**config.mk**
```make
export PLATFORM = sky130hd
export DESIGN_NAME = note_index_finder
export DESIGN_NICKNAME = d
export VERILOG_FILES = /design/src/rtl/note_index_finder_pkg.sv /design/src/rtl/note_index_finder_rom.sv /design/src/rtl/note_index_finder.sv
export SDC_FILE = /design/constraint.sdc
export NUM_CORES = 1
export LEC_CHECK = 0
export CAP_MARGIN = 5
export CORE_MARGIN = 5
export CORE_UTILIZATION = 48
export CTS_CLUSTER_SIZE = 30
export DETAILED_ROUTE_END_ITERATION = 8
export PLACE_DENSITY = 0.74
export SYNTH_ARGS = -nofsm -noshare
export SYNTH_HDL_FRONTEND = slang
export SYNTH_SLANG_ARGS = --single-unit
```
**constraint.sdc**
```tcl
create_clock -name clk -period 1.25 [get_ports clk]
set_input_delay 0.25 -clock clk [delete_from_list [all_inputs] [get_ports clk]]
set_output_delay 0.25 -clock clk [all_outputs]
set_load 0.01 [all_outputs]
```
**src/rtl/note_index_finder_pkg.sv**
```systemverilog
// Shared constants, FSM encoding and note-table contents for the note index finder.
// The table maps a 4-bit index to a piano key number (0 = rest).
package note_index_finder_pkg;

  localparam int NOTE_W = 6;
  localparam int IDX_W  = 4;
  localparam int DEPTH  = 16;

  localparam logic [NOTE_W-1:0] NOTE_REST = 6'd0;
  localparam logic [IDX_W-1:0]  LAST_IDX  = IDX_W'(DEPTH - 1);

  typedef enum logic [1:0] {
    IDLE   = 2'd0,
    SCAN   = 2'd1,
    RESULT = 2'd2
  } state_t;

  // C major scale from 4C (key 40) to 5C (key 52).
  // Index 0 is the rest entry, and indices 9-15 are rest as well.
  function automatic logic [NOTE_W-1:0] note_at(input logic [IDX_W-1:0] idx);
    logic [NOTE_W-1:0] note;
    case (idx)
      4'd1:    note = 6'd40;  // 4C
      4'd2:    note = 6'd42;  // 4D
      4'd3:    note = 6'd44;  // 4E
      4'd4:    note = 6'd45;  // 4F
      4'd5:    note = 6'd47;  // 4G
      4'd6:    note = 6'd49;  // 4A
      4'd7:    note = 6'd51;  // 4B
      4'd8:    note = 6'd52;  // 5C
      default: note = NOTE_REST;
    endcase
    return note;
  endfunction

endpackage

```
**src/rtl/note_index_finder_rom.sv**
```systemverilog
// Note table ROM with a registered read: dout follows addr one clock later.
// The module name stays note_rom because other blocks instantiate it as-is.
module note_rom
  import note_index_finder_pkg::*;
(
  input  logic              clk,
  input  logic [IDX_W-1:0]  addr,
  output logic [NOTE_W-1:0] dout
);

  always_ff @(posedge clk) begin
    dout <= note_at(addr);
  end

endmodule

```
**src/rtl/note_index_finder.sv**
```systemverilog
// Reverse note-table lookup: accepts a key number and scans the ROM one entry per
// clock, returning the lowest matching index or a miss flag.
//
// Handshakes: a transfer happens on a rising edge where valid and ready are both
// high. note_ready is high only in IDLE; idx_valid, idx_out and miss are held
// unchanged until the edge where idx_ready is seen with idx_valid high.
module note_index_finder
  import note_index_finder_pkg::*;
(
  input  logic              clk,
  input  logic              reset,
  input  logic [NOTE_W-1:0] note_in,
  input  logic              note_valid,
  output logic              note_ready,
  output logic [IDX_W-1:0]  idx_out,
  output logic              miss,
  output logic              idx_valid,
  input  logic              idx_ready
);

  state_t            state;
  logic [NOTE_W-1:0] note_q;
  logic [IDX_W-1:0]  rom_addr;
  logic [IDX_W-1:0]  cmp_idx;
  logic              cmp_en;
  logic [NOTE_W-1:0] rom_dout;
  logic              hit;

  note_rom u_rom (
    .clk  (clk),
    .addr (rom_addr),
    .dout (rom_dout)
  );

  // rom_dout holds the entry for cmp_idx once cmp_en is set.
  assign hit        = cmp_en && (rom_dout == note_q);
  assign note_ready = (state == IDLE);

  always_ff @(posedge clk or posedge reset) begin
    if (reset) begin
      state     <= IDLE;
      note_q    <= '0;
      rom_addr  <= '0;
      cmp_idx   <= '0;
      cmp_en    <= 1'b0;
      idx_out   <= '0;
      miss      <= 1'b0;
      idx_valid <= 1'b0;
    end else begin
      case (state)
        IDLE: begin
          cmp_en <= 1'b0;
          if (note_valid) begin
            note_q   <= note_in;
            rom_addr <= '0;
            state    <= SCAN;
          end
        end

        SCAN: begin
          rom_addr <= rom_addr + 1'b1;
          cmp_idx  <= rom_addr;
          cmp_en   <= 1'b1;
          if (hit) begin
            idx_out   <= cmp_idx;
            miss      <= 1'b0;
            idx_valid <= 1'b1;
            cmp_en    <= 1'b0;
            state     <= RESULT;
          end else if (cmp_en && (cmp_idx == LAST_IDX)) begin
            idx_out   <= '0;
            miss      <= 1'b1;
            idx_valid <= 1'b1;
            cmp_en    <= 1'b0;
            state     <= RESULT;
          end
        end

        RESULT: begin
          if (idx_ready) begin
            idx_valid <= 1'b0;
            state     <= IDLE;
          end
        end

        default: begin
          state     <= IDLE;
          idx_valid <= 1'b0;
          cmp_en    <= 1'b0;
        end
      endcase
    end
  end

endmodule
```
==> results of run 1 <==
## cells in the mapped netlist (all sizes together), types with 4 or more instances
master	number	area share (%)
dfrtp	23	45
nand2	13	4.0
inv	9	2.6
o21ai	8	3.1
mux2i	7	5.4
dfxtp	6	9.3
mux2	6	5.2
nand3	4	2.5
nor2	4	1.4
xnor2	4	2.7
## layout make-up
type / count / area share [%]
Clock buffer: 7 / 3.83
Multi-Input combinational cell: 72 / 34.0
Inverter: 9 / 1.99
Tap cell: 30 / 2.21
Clock inverter: 1 / 0.295
Timing Repair Buffer: 31 / 16.7
Sequential cell: 29 / 41.0
## repair_timing
item	in CTS	in global routing
hold endpoints to repair	0	0
pin swaps	4	0
endpoints found under the setup margin	20	18
gates resized for setup	20	5
buffers inserted	3	1
## worst max-delay path, stage by stage, from the launching register on
cell	delay [ns]
dfrtp_1	0.42
xor2_2	0.17
nor3_4	0.26
a21oi_2	0.12
a22o_1	0.20
## sequential cells by signal, indices dropped and copies added (netlist names), 2 cells and up
signal and cells:
cmp_idx 4, idx_out 4, note_q 6, rom_addr 4
state 2, u_rom.dout 6
## power breakdown
part / leakage (nW) / total [W] / switching, W / internal (W)
Sequential: 0.336 / 0.00165 / 0.000299 / 0.00135
Combinational: 0.424 / 0.00186 / 0.000904 / 0.000952
Clock: 0.0413 / 0.000642 / 0.000317 / 0.000325
## metal layers
| layer | vias to the layer above | part of all wire, % |
|---|---|---|
| met5 | - | 0 |
| met4 | 0 | 2.2 |
| met3 | 6 | 6.5 |
| met2 | 26 | 48 |
| met1 | 438 | 43 |
| li1 | 452 | - |
## through the flow
stage          worst slack [ns]  setup TNS (ns)  std cells
6_report                -0.0402         -0.0829        179
3_3_place_gp             -0.121          -0.922        167
3_5_place_dp             -0.167           -1.31        167
5_1_grt                  -0.102          -0.898        179
2_1_floorplan            0.0201               0        114
4_1_cts                 -0.0406         -0.0939        178
## kinds of logic (layout without fill, tap and decap cells)
kind of cell,count (synthesis),in the layout,share of synthesized area [%]
mux,13,13,10.7
compound gates,17,17,8.53
flops,29,29,53.9
xor+xnor,7,7,4.75
buf+inv,13,48,4.46
fa+ha+maj,3,3,2.91
simple gates,32,32,14.8
## worst max-delay path by stage
stage                           from     endpoint  slack, ns  cells past startpoint
after floorplan             state[0]    note_q[0]       0.02                      3
after global routing        state[0]  rom_addr[2]      -0.10                      6
after global placement    note_valid    note_q[3]      -0.12                      3
after detailed placement  note_valid    note_q[3]      -0.17                      3
final                      note_q[3]     state[0]      -0.04                      4
after CTS                   state[1]   note_ready      -0.04                      2
==> results.sh, run 1 <==
export IMPL_outcome="finished, violations left"
export IMPL_failed_checks="negative setup slack"
export IMPL_dr_pass1_iters=4
export IMPL_cts_buffers=5
export IMPL_fin_crit_ns=1.29
export IMPL_syn_inst=114
export IMPL_seq_area_um2=696
export IMPL_route_vias_total=922
export IMPL_drt_total_wl_um=2520
export IMPL_r2r_cells=4
export IMPL_end_kind="register"
export IMPL_multiInputGateArea_um2=577
export IMPL_drive_above_1_share_pct=24.2
export IMPL_clk_latency_ns=0.33
export IMPL_async_flop_share_pct=79.3
export IMPL_route_detailed_drc=0
export IMPL_drv_cap=0
export IMPL_regToRegSetupSlack_ns=-0.04
export IMPL_port_buffers=16
export IMPL_synth_seq_area_share_pct=53.9
export IMPL_synth_area_um2=1290
export IMPL_rsz0062_at_grt="true"
export IMPL_r2r_start="note_q[3]"
export IMPL_first_iter_violations=21
export IMPL_synthFlopType="dfrtp_1"
export IMPL_synth_seq_cells=29
export IMPL_vias_per_cell=5.15
export IMPL_antenna_cells=0
export IMPL_avgSynthCellArea_um2=11.3
export IMPL_tightest_slew_ns=0.291
export IMPL_p_per_area_nw_per_um2=2440
export IMPL_cts_hold_fix_buffers=0
export IMPL_grt_overflow=0
export IMPL_path_class="reg2reg"
export IMPL_grt_max_degree=24
export IMPL_met3_usage_pct=6.82
export IMPL_area_growth_pct=31.5
export IMPL_cts_sinks=29
export IMPL_worstReg2RegEnd="state[0]"
export IMPL_yosys_warnings=0
export IMPL_die_w_um=61.9
export IMPL_slew_viol_final=0
export IMPL_hold_violations=0
export IMPL_fmax_mhz=775
export IMPL_placementRows=18
export IMPL_ir_drop_v=0.00194
export IMPL_grt_busiest_layer="met2"
export IMPL_core_um2=2520
export IMPL_start_util_pct=51.2
export IMPL_maxSlewHeadroom_pct=80.6
export IMPL_grt_pass1_vias=954
export IMPL_placed_area_um2=1560
export IMPL_hold_ws_ns=0.235
export IMPL_power_w=0.00415
export IMPL_cp_arrival_ns=1.50
export IMPL_nets=161
export IMPL_grt_util_met1_pct=18.2
export IMPL_power_leakage_nw=0.802
export IMPL_gp_congestion=0.740
export IMPL_grtUsageMet2_pct=24.2
export IMPL_die_h_um=61.9
export IMPL_htree_levels=2
export IMPL_clk_pin_slew_ns=0.10
export IMPL_hold_path_class="in2async"
export IMPL_cts_tree="done"
export IMPL_utilization_pct=67.3
export IMPL_fillers=197
export IMPL_antenna_found_initial=0
export IMPL_critPathMaxFanout=4
export IMPL_fin_skew_ns=0.0120
export IMPL_pin_count=17
export IMPL_stdcell_area_um2=1700
export IMPL_fin_ws_ns=-0.0402
export IMPL_setup_viol=6
export IMPL_dieArea_um2=3830
export IMPL_final_common_cell="dfrtp_1"
export IMPL_cts_root_buffer="clkbuf_4"
export IMPL_synth_edf_count=0
export IMPL_worstPathRequired_ns=1.46
export IMPL_grt_pass1_wl_um=4110
export IMPL_dpl_hpwl_um=1750
export IMPL_clockBufferDepth=2
export IMPL_final_cell_mix="23 x dfrtp_1, 13 x buf_4, 12 x nand2_1"
export IMPL_wl_per_cell_um=14.1
export IMPL_synth_cell_type_count=33
export IMPL_drt_antenna_violating_nets=0
export IMPL_synthesis_nets=127
export IMPL_crit_path_start_kind="register"
export IMPL_fin_crit_sh_pct=103
export IMPL_grt_usage_pct=15.6
Power figures use the tool's default switching activity.
==> run 2: changes to the inputs <==
CORE_UTILIZATION = 50   (was 48)
GPL_TIMING_DRIVEN = 1   (was not set)
PLACE_DENSITY = 0.73   (was 0.74)
clock period = 1.56 ns   (was 1.25 ns; I/O delays follow)
==> results.sh, run 2 (synthesis results as in run 1) <==
export IMPL_fmax_mhz=712
export IMPL_cpPeakStageDelay_ns=0.45
export IMPL_rsz0062_at_grt="false"
export IMPL_clk_latency_ns=0.33
export IMPL_regToRegSetupSlack_ns=0.20
export IMPL_die_w_um=60.8
export IMPL_cts_buffers=5
export IMPL_final_cell_mix="22 x dfrtp_1, 12 x nand2_1, 9 x inv_1, 9 x clkdlybuf4s50_1, 7 x mux2i_1"
export IMPL_tightest_slew_ns=0.307
export IMPL_die_h_um=60.8
export IMPL_pre_cts_ws_ns=0.0868
export IMPL_maxSlewHeadroom_pct=79.5
export IMPL_vias_per_cell=5.26
export IMPL_end_kind="output pin"
export IMPL_drv_cap=0
export IMPL_port_buffers=16
export IMPL_path_cells="nor2_2, clkbuf_2"
export IMPL_cts_sinks=29
export IMPL_hold_violations=0
export IMPL_dieArea_um2=3700
export IMPL_grt_usage_pct=15.1
export IMPL_htree_levels=2
export IMPL_area_growth_pct=20.9
export IMPL_dr_pass1_iters=3
export IMPL_final_common_cell="dfrtp_1"
export IMPL_core_um2=2480
export IMPL_slew_viol_final=0
export IMPL_placementRows=18
export IMPL_power_leakage_nw=0.785
export IMPL_drive_above_1_share_pct=14.6
export IMPL_route_detailed_drc=0
export IMPL_route_vias_total=878
export IMPL_antenna_cells=0
export IMPL_outcome="completed"
export IMPL_nets=149
export IMPL_utilization_pct=63.0
export IMPL_fin_crit_sh_pct=90.0
export IMPL_fin_ws_ns=0.156
export IMPL_cts_root_buffer="clkbuf_4"
export IMPL_worstPathRequired_ns=1.25
export IMPL_critPathMaxFanout=6
export IMPL_first_iter_violations=15
export IMPL_wl_per_cell_um=14.3
export IMPL_p_per_area_nw_per_um2=1950
export IMPL_dpl_hpwl_um=1680
export IMPL_hold_path_class="in2async"
export IMPL_drt_antenna_violating_nets=0
export IMPL_fin_skew_ns=0.00209
export IMPL_cts_setup_buffers=0
export IMPL_antenna_found_initial=0
export IMPL_grt_pass1_wl_um=3950
export IMPL_clk_pin_slew_ns=0.09
export IMPL_clockBufferDepth=2
export IMPL_cp_arrival_ns=1.09
export IMPL_grt_max_degree=24
export IMPL_setup_viol=0
export IMPL_grt_overflow=0
export IMPL_ir_drop_v=0.00124
export IMPL_drt_total_wl_um=2380
export IMPL_start_util_pct=52.1
export IMPL_gp_congestion=0.776
export IMPL_cts_tree="done"
export IMPL_cts_hold_fix_buffers=0
export IMPL_pin_count=17
export IMPL_fin_crit_ns=1.40
export IMPL_top_regs="note_q x6, u_rom.dout x6"
export IMPL_grt_pass1_vias=914
export IMPL_crit_path_start_kind="register"
export IMPL_critical_path_slowest_cell="dfrtp_2"
export IMPL_path_class="reg2out"
run 2: layout make-up:
type | count | area, um2
inverter | 9 | 33.8
clock buffer | 7 | 65.1
timing repair buffer | 19 | 185
tap | 30 | 37.5
sequential | 29 | 697
multi-input combinational | 72 | 538
fill | 205 | 916
clock inverter | 1 | 5.00
run 2: layer usage:
| metal | vias up | share of wire, % | global-route usage (%) |
|---|---|---|---|
| met3 | 6 | 6.8 | 7.02 |
| met5 | - | 0 | 0 |
| met2 | 16 | 49 | 24.9 |
| met4 | 0 | 2.3 | 7.43 |
| li1 | 430 | - | - |
| met1 | 426 | 41 | 16.4 |
run 2: worst paths after layout:
| check | from | end | cells after the start |
|---|---|---|---|
| hold reg to reg | miss | miss | 2 |
| min in group clk | miss | miss | 2 |
| hold / removal | reset | cmp_idx[3] | 3 |
| setup reg to reg | state[0] | idx_out[0] | 6 |
| max in group asynchronous | reset | state[1] | 3 |
| setup / recovery | state[1] | note_ready | 2 |
run 2: worst max-delay path, delay by kind of cell (launching register included):
| kind | cells | cell delay [ns] |
|---|---|---|
| buf+inv | 1 | 0.16 |
| flops | 1 | 0.45 |
| simple gates | 1 | 0.15 |
run 2: timing repair:
action / in CTS / in global routing
gates resized for setup: 3 / 7
cloned: 0 / 0
pin swaps: 0 / 0
setup endpoints to repair: 3 / 5
run 2: stage by stage:
step           power (W)  std cells  hold slack [ns]  area (um2)  TNS (ns)
4_1_cts          0.00310        167            0.320        1550  -0.00393
5_1_grt          0.00328        167            0.348        1560         0
3_5_place_dp     0.00258        159            0.508        1490         0
2_1_floorplan    0.00222        114            0.314        1290         0
6_report         0.00304        167            0.332        1560         0
3_3_place_gp     0.00251        159            0.495        1490         0
run 2: report_power, final:
part	total (W)	switching, W	internal (W)	leakage, nW
registers	0.00135	0.000270	0.00108	0.334
logic	0.00118	0.000612	0.000565	0.410
clock network	0.000515	0.000255	0.000261	0.0413
